--- config.mk ---
export PLATFORM = sky130hd
export DESIGN_NAME = pcs_tx_scheduler
export DESIGN_NICKNAME = d
export VERILOG_FILES = /design/src/rtl/pcs_pkg.sv /design/src/rtl/pcs_rr_arbiter.sv /design/src/rtl/pcs_tx_scheduler.sv
export SDC_FILE = /design/constraint.sdc
export NUM_CORES = 1
export LEC_CHECK = 0
export CAP_MARGIN = 20
export CELL_PAD_IN_SITES_DETAIL_PLACEMENT = 0
export CELL_PAD_IN_SITES_GLOBAL_PLACEMENT = 1
export CORE_UTILIZATION = 31
export DETAILED_ROUTE_END_ITERATION = 10
export PLACE_DENSITY = 0.76
export SETUP_SLACK_MARGIN = 0.5
export SYNTH_ARGS = -nofsm -noshare
export SYNTH_HDL_FRONTEND = slang
export SYNTH_HIERARCHICAL = 1
export SYNTH_SLANG_ARGS = --single-unit
--- constraint.sdc ---
create_clock -name GTX_CLK -period 1.9 [get_ports GTX_CLK]
set_clock_uncertainty 0.2 [all_clocks]
set_input_delay 0.38 -clock GTX_CLK [delete_from_list [all_inputs] [get_ports GTX_CLK]]
set_output_delay 0.38 -clock GTX_CLK [all_outputs]
set_load 0.02 [all_outputs]
--- src/rtl/pcs_pkg.sv ---
// pcs_pkg: shared state encoding and default constants for the PCS TX scheduler
package pcs_pkg;
  typedef enum logic [1:0] {LINK_DOWN, IDLE, XFER, IPG} state_t;
  localparam int IPG_CYCLES_DEF = 12;
  localparam int LINK_UP_CYCLES_DEF = 16;
  localparam int CNT_W_DEF = 5;
endpackage

--- src/rtl/pcs_rr_arbiter.sv ---
// pcs_rr_arbiter: two-request round-robin; pointer moves to the source that did not own the finished frame
module pcs_rr_arbiter (
  input  logic       clk,
  input  logic       rst_n,
  input  logic [1:0] req,
  input  logic       adv,
  input  logic [1:0] cur,
  output logic [1:0] gnt
);
  logic ptr;
  always_ff @(posedge clk or negedge rst_n)
    if (!rst_n) ptr <= 1'b0;
    else if (adv) ptr <= cur[0];
  assign gnt = &req ? (ptr ? 2'b10 : 2'b01) : req;
endmodule

--- src/rtl/pcs_tx_scheduler.sv ---
// pcs_tx_scheduler: shares the PCS TX path between two frame sources with round-robin,
// inter-packet gap enforcement and link qualification from sync_status.
module pcs_tx_scheduler
  import pcs_pkg::*;
#(
  parameter int IPG_CYCLES     = IPG_CYCLES_DEF,
  parameter int LINK_UP_CYCLES = LINK_UP_CYCLES_DEF,
  parameter int CNT_W          = CNT_W_DEF
) (
  input  logic       GTX_CLK,
  input  logic       mr_main_reset,
  input  logic       sync_status,
  input  logic       req0_valid,
  input  logic [7:0] req0_data,
  input  logic       req0_last,
  output logic       req0_ready,
  input  logic       req1_valid,
  input  logic [7:0] req1_data,
  input  logic       req1_last,
  output logic       req1_ready,
  output logic       TX_EN,
  output logic [7:0] TXD,
  output logic       xmit,
  output logic       link_up,
  output logic [1:0] grant,
  output logic       tx_abort
);
  state_t state, state_n;
  logic [CNT_W-1:0] cnt, cnt_n, cnt_inc;
  logic tx_en_n, xmit_n, link_n, abort_n, adv, sel_valid, sel_last, in_xfer;
  logic [7:0] txd_n, sel_data;
  logic [1:0] grant_n, gnt;

  assign in_xfer = state == XFER;
  assign req0_ready = in_xfer & grant[0];
  assign req1_ready = in_xfer & grant[1];
  assign sel_valid = |(grant & {req1_valid, req0_valid});
  assign sel_last = |(grant & {req1_last, req0_last});
  assign sel_data = grant[1] ? req1_data : req0_data;
  assign cnt_inc = &cnt ? cnt : cnt + 1'b1;

  pcs_rr_arbiter u_arb (
    .clk(GTX_CLK),
    .rst_n(mr_main_reset),
    .req({req1_valid, req0_valid}),
    .adv(adv),
    .cur(grant),
    .gnt(gnt)
  );

  always_comb begin
    state_n = state;
    cnt_n = cnt;
    tx_en_n = 1'b0;
    txd_n = TXD;
    xmit_n = xmit;
    link_n = link_up;
    grant_n = grant;
    abort_n = 1'b0;
    adv = 1'b0;
    case (state)
      LINK_DOWN: begin
        cnt_n = sync_status ? cnt_inc : '0;
        if (sync_status && cnt == CNT_W'(LINK_UP_CYCLES - 1)) begin
          state_n = IDLE;
          cnt_n = '0;
          link_n = 1'b1;
          xmit_n = 1'b1;
        end
      end
      IDLE: if (|gnt) begin
        grant_n = gnt;
        state_n = XFER;
      end
      XFER: begin
        tx_en_n = sel_valid;
        txd_n = sel_valid ? sel_data : TXD;
        abort_n = !sel_valid;
        if (!sel_valid || sel_last) begin
          state_n = IPG;
          grant_n = '0;
          adv = 1'b1;
          cnt_n = '0;
        end
      end
      // the cycle still carrying the final byte (TX_EN=1) is not part of the gap
      IPG: if (!TX_EN) begin
        cnt_n = cnt_inc;
        if (cnt == CNT_W'(IPG_CYCLES - 1)) begin
          state_n = IDLE;
          cnt_n = '0;
        end
      end
      default: state_n = LINK_DOWN;
    endcase
    if (state != LINK_DOWN && !sync_status) begin
      state_n = LINK_DOWN;
      cnt_n = '0;
      tx_en_n = 1'b0;
      txd_n = TXD;
      xmit_n = 1'b0;
      link_n = 1'b0;
      grant_n = '0;
      abort_n = in_xfer && !(sel_valid && sel_last);
      adv = 1'b0;
    end
  end

  always_ff @(posedge GTX_CLK or negedge mr_main_reset)
    if (!mr_main_reset) begin
      state <= LINK_DOWN;
      cnt <= '0;
      TX_EN <= 1'b0;
      TXD <= '0;
      xmit <= 1'b0;
      link_up <= 1'b0;
      grant <= '0;
      tx_abort <= 1'b0;
    end else begin
      state <= state_n;
      cnt <= cnt_n;
      TX_EN <= tx_en_n;
      TXD <= txd_n;
      xmit <= xmit_n;
      link_up <= link_n;
      grant <= grant_n;
      tx_abort <= abort_n;
    end
endmodule

### Word-level counts from Yosys, hierarchy flattened

Index checks and enable logic that the tools add are counted.

* bits of input ports: 23
* output and inout bits: 16
* logic and storage cells: 80
* register bits: 21

* bitwise logic cells: 5
* reductions and logical operators: 24
* add/sub/neg operators: 1
* equal/unequal tests: 10
* mux-type cells: 32

Operators by type and width (number)
* $mux W5: 7
* $mux W2: 11
* $pmux W5 S3: 1
* $ne A3 B3 Y1 const B: 4
* $eq A5 B4 Y1 const B: 2
* $mux W1: 10
* $reduce_and A5 Y1: 2
* $reduce_and A3 Y1: 3
* $mux W8: 1
* $pmux W2 S4: 1
* $reduce_bool A2 Y1: 3
* $reduce_or A2 Y1: 3
* $add A5 B1 Y5 const B: 1
* $and A2 B2 Y2: 2
* $eq A2 B2 Y1 const B: 2
* $logic_and A1 B1 Y1: 4
* $pmux W2 S2: 1
* $reduce_and A2 Y1: 2
* $reduce_bool A4 Y1: 1
* $logic_not A1 Y1: 3
* $ne A3 B1 Y1 const B: 1
* $reduce_bool A3 Y1: 1
* $and A1 B1 Y1: 2
* $eq A2 B1 Y1 const B: 1
* other kinds (3): 3

### Depth between registers and ports, before layout

* depth in word-level cells: 7
* mapped depth: 9
* depth with buffers taken out: 7

### By module

The synthesis kept the hierarchy.

By module, submodules not included
* pcs_tx_scheduler: sequential area each 500.5 µm², times used 1, cells an instance 140, area each 1291.2 µm²
* pcs_rr_arbiter: sequential area each 25.0 µm², times used 1, cells an instance 6, area each 52.6 µm²

### Worst setup path before layout

OpenSTA, ideal clock, no wires.

* path kind: reg-to-reg
* start point: register state[0]
* end point: register cnt[0]
* stages on the path, launching flop included: 9
* arrival: 1618 ps
* clock period less this slack: 1950 ps
* path slack: -50 ps
* path through: dfrtp_1 inv_1 ha_1 buf_6 or2_4 nand2_2 o21ba_2 o31ai_1 o31ai_1

* cells in the longest elaborated chain, start to end: 4

RTL lines
* from (decl): line pcs_tx_scheduler.sv:28 `state_t state, state_n;`
* from (signal assigned): line pcs_tx_scheduler.sv:120 `state <= state_n;`
* $reduce_bool A2 Y1: line pcs_tx_scheduler.sv:96 `if (state != LINK_DOWN && !sync_status) begin`
* $logic_and A1 B1 Y1: line pcs_tx_scheduler.sv:96
* $ne A3 B3 Y1 (no source line), or another cell as far along
* $reduce_and A3 Y1 (no source line)
* to (signal assigned): line pcs_tx_scheduler.sv:121 `cnt <= cnt_n;`
* to (decl): line pcs_tx_scheduler.sv:29 `logic [CNT_W-1:0] cnt, cnt_n, cnt_inc;`

Parallel ways exist; a longest one is shown, timed or not.
A chain may end at the register's enable or synchronous reset.

### Worst setup path after layout

* start point: register state[0]
* end point: register cnt[2]

Same word-level chain as after synthesis.

==> flow_summary.ini <==
[floorplan]
die_height_um = 67.8
effective_utilization_at_floorplan_pct = 32.9
row_count = 23
floorplan.die_area_um2 = 4600
coreArea_um2 = 4090
die-width_um = 67.8
num_io_pins = 39

[critical_path]
cp_data_arrival_time_ns = 1.86
timing.rr.start = state[0]
timing.critical_path.max_delay_family = simple AND/OR/NAND/NOR gates
critical-path-slowest-cell = sky130_fd_sc_hd__or3b_4
r2r.worst_path.cells = 7
critical-path-max-stage-delay_ns = 0.41
timing.critical_path.buf_inv = 2
crit_path_start_kind = flop
cp_max_fo = 4
crit_chain = inv_2 -> buf_6 -> ha_4 -> or3b_4 -> o21a_4 -> a31oi_1 -> a21oi_1
timing.critical_path.required_ns = 1.86
critical_path.endpoint_type = flop
critPathKind = flop to flop
rrSetupSlack_ns = -0.002
critical_path.reg2reg.endpoint = cnt[2]

[synth]
mappedNetlistNets = 174
ys.warnings.count = 6
synth.lib_cells_used.distinct = 48
async_reset_ff_share_pct = 100
ys_seq_area_share_pct = 39.1
synthesis.instances = 146
synth_edf_count = 0
ys_ff_latch = 21
yosysTopAreaCell = sky130_fd_sc_hd__dfrtp_1
post_synth.cell_area_avg_um2 = 9.20
yosysTopAreaCellShare_pct = 39.1
syn_area_um2 = 1340
synthFlopType = sky130_fd_sc_hd__dfrtp_1
synth_top_cells_by_area = sky130_fd_sc_hd__dfrtp_1 39%, sky130_fd_sc_hd__mux2i_1 6.0%, sky130_fd_sc_hd__a21oi_1 4.8%

[finish]
fraction_of_final_layout_cells_with_drive_strength_greater_than_1_pct = 59.0
antennaDiodeCount = 0
fin_cells = 277
final_util_pct = 64.4
layout.cell_area.non_filler_um2 = 2630
layout_overhead_on_the_synthesized_area_pct = 95.7
finalNetCount = 256

[global_route]
grt_overflow_total = 0
grt_start_max_net_pins = 22
grt_first_pass_wirelength_mm = 6.46
groute.usage.overall_pct = 18.7
initial_antenna_violation_count = 0
grt_pass1_vias = 1406

[power]
cell_internal_pwr_mw = 2.24
worst_ir_drop_vdd_uv = 740
power.leakage_nw = 1.08
netSwitchingPower_mw = 1.60
clock_power_share_pct = 8.1
power_per_cell_area_nw_per_um2 = 1460
power_switching_share_pct = 41.6
combPwrFrac_pct = 71.1
p_seq_share_pct = 20.7
design_power_total_mw = 3.84

[cts]
cts_made_buffers = 3
clk_latency_ns = 0.27
htreeDepth = 1
tritoncts_clock_tree = built
ctsLongestPathBuffers = 2
cts_root_buffer = sky130_fd_sc_hd__clkbuf_8
hold_buffers = 0
clkTransAtPathRegs_ns = 0.09
cts.sinks = 21

[sta]
fin_tns_setup_ns = -0.00196
drv_slew = 0
period_share_pct = 100
post-route-min-period_ns = 1.90
slew-limit-headroom_pct = 73.9
hold_viol_final = 0
setup_repair_after_global_routing_missed_its_margin = yes
final.setup.worst_slack_ns = -0.00196
worst-slew-pin-transition_ns = 0.390
fmaxAchievable_mhz = 526
setup_violations = 1
fin_hold_ws_ns = 0.258

[placed_design]
routabilityCongestion = 0.820
place_ws_ns = -0.315
placed_area_um2 = 1960
io_buffer_count = 38
total_half_perimeter_wirelength_after_legalization_and_detailed_placement_mm = 2.59
dpl.cell_count = 247

[job]
max-cap-violations = 0

[route]
first_pass_iters = 4
drt_iter0_drc = 46
antenna_violating_nets_post_route = 0
vias = 1461
remaining_drc_errors = 0
routed_wl_mm = 4.30
avg_vias_per_cell = 5.27
drt-wirelength-per-cell_um = 15.5

[run_status]
run_status = finished, violations left
violations_in_the_final_reports = setup timing

[hold_path]
min-delay-path-class = primary input to asynchronous set/reset pin
## state kept, by name, summed over array words and instances, names as in the netlist
signal / count
u_arb/ptr: 1
state: 2
grant: 2
TXD: 8
cnt: 5
tx_abort: 1
link_up: 1
TX_EN: 1
## power groups by stage
| stage | clock (mW) | sequential [mW] | combinational [mW] |
|---|---|---|---|
| after floorplan | 0 | 0.903 | 0.911 |
| after global placement | 0 | 0.743 | 1.68 |
| after detailed placement | 0 | 0.756 | 1.70 |
| after CTS | 0.324 | 0.770 | 2.24 |
| after global routing | 0.339 | 0.814 | 2.91 |
| final | 0.312 | 0.795 | 2.73 |
## layout by cell type, fill, tap and decap left out, types with 2 or more instances in the layout
| cell | netlist | layout |
|---|---|---|
| sky130_fd_sc_hd__buf_6 | 1 | 31 |
| sky130_fd_sc_hd__buf_4 | 2 | 27 |
| sky130_fd_sc_hd__dfrtp_1 | 21 | 19 |
| sky130_fd_sc_hd__clkdlybuf4s50_1 | 0 | 17 |
| sky130_fd_sc_hd__a21oi_2 | 0 | 10 |
| sky130_fd_sc_hd__nor2_4 | 1 | 8 |
| sky130_fd_sc_hd__mux2i_1 | 8 | 8 |
| sky130_fd_sc_hd__nand2_1 | 11 | 8 |
| sky130_fd_sc_hd__o21ai_1 | 5 | 6 |
| sky130_fd_sc_hd__nor2_1 | 16 | 5 |
| sky130_fd_sc_hd__ha_4 | 0 | 5 |
| sky130_fd_sc_hd__dlygate4sd2_1 | 0 | 5 |
| sky130_fd_sc_hd__nor2_2 | 0 | 4 |
| sky130_fd_sc_hd__and2_4 | 1 | 3 |
| sky130_fd_sc_hd__nor3_4 | 0 | 3 |
| sky130_fd_sc_hd__a21oi_1 | 13 | 3 |
| sky130_fd_sc_hd__inv_1 | 5 | 3 |
| sky130_fd_sc_hd__clkbuf_8 | 0 | 3 |
| sky130_fd_sc_hd__inv_2 | 1 | 2 |
| sky130_fd_sc_hd__nand2_2 | 1 | 2 |
| sky130_fd_sc_hd__a211oi_4 | 0 | 2 |
| sky130_fd_sc_hd__nand2_4 | 0 | 2 |
| sky130_fd_sc_hd__nand3_1 | 2 | 2 |
| sky130_fd_sc_hd__nand4_1 | 2 | 2 |
| sky130_fd_sc_hd__o2bb2ai_2 | 0 | 2 |
| sky130_fd_sc_hd__a31o_2 | 2 | 2 |
| sky130_fd_sc_hd__a31oi_1 | 2 | 2 |
| sky130_fd_sc_hd__o31ai_4 | 0 | 2 |
| sky130_fd_sc_hd__o31ai_2 | 0 | 2 |
| sky130_fd_sc_hd__dfrtp_2 | 0 | 2 |
## routing by layer
layer  share of wire (%)  vias up  GRT usage, %
met3                 4.7        6          3.00
met4                0.79        0          4.43
met5                   0        -             0
met2                  54       50          34.5
li1                    -      698             -
met1                  40      707          22.3
## how the worst max path moves through the flow
stage,from,end,slack [ns],cells after the start
4_1_cts,state[1],cnt[1],0.03,7
6_report,state[0],cnt[2],-0.002,7
5_1_grt,state[1],cnt[1],-0.05,7
3_3_place_gp,sync_status,cnt[0],-0.30,6
3_5_place_dp,sync_status,cnt[1],-0.32,6
2_1_floorplan,state[1],cnt[0],0.03,8
## logic make-up (layout without fill, tap and decap cells)
kind of cell | count (synthesis) | count (layout) | share of synthesized area (%)
multiplexers | 8 | 8 | 5.96
AO/OA/AOI/OAI | 48 | 48 | 25.2
flip-flops | 21 | 21 | 39.1
AND/OR/NAND/NOR | 52 | 52 | 20.3
adder cells (fa/ha/maj) | 5 | 5 | 4.66
buffers and inverters | 12 | 93 | 4.75
## layout make-up
cell class | instances | area (um2)
clock inverters | 1 | 7.51
flip-flops and latches | 21 | 528
repair buffers | 83 | 816
well taps | 50 | 62.6
clock buffers | 3 | 41.3
multi-input cells | 113 | 1150
inverters | 6 | 25.0
fillers | 329 | 1460
## cells in the mapped netlist, types with 2 or more instances
cell,instances
sky130_fd_sc_hd__dfrtp_1,21
sky130_fd_sc_hd__nor2_1,16
sky130_fd_sc_hd__a21oi_1,13
sky130_fd_sc_hd__nand2_1,11
sky130_fd_sc_hd__mux2i_1,8
sky130_fd_sc_hd__ha_1,5
sky130_fd_sc_hd__inv_1,5
sky130_fd_sc_hd__o21ai_1,5
sky130_fd_sc_hd__nor3_1,4
sky130_fd_sc_hd__o31ai_1,4
sky130_fd_sc_hd__and2_1,3
sky130_fd_sc_hd__buf_2,3
sky130_fd_sc_hd__o21ai_0,3
sky130_fd_sc_hd__a211oi_2,2
sky130_fd_sc_hd__a22oi_1,2
sky130_fd_sc_hd__a31o_2,2
sky130_fd_sc_hd__a31oi_1,2
sky130_fd_sc_hd__buf_4,2
sky130_fd_sc_hd__nand3_1,2
sky130_fd_sc_hd__nand4_1,2
sky130_fd_sc_hd__nor2b_1,2
sky130_fd_sc_hd__o21a_1,2
sky130_fd_sc_hd__o2bb2ai_1,2
## what timing repair did
item                                    CTS  global route
endpoints found under the setup margin   37            36
cloned                                    1             0
resized for setup                       140            46
endpoints found under the hold margin     0             0
pin swaps                                14            19
setup buffers                            20             5
No activity file was read; power rests on OpenSTA's default activity.
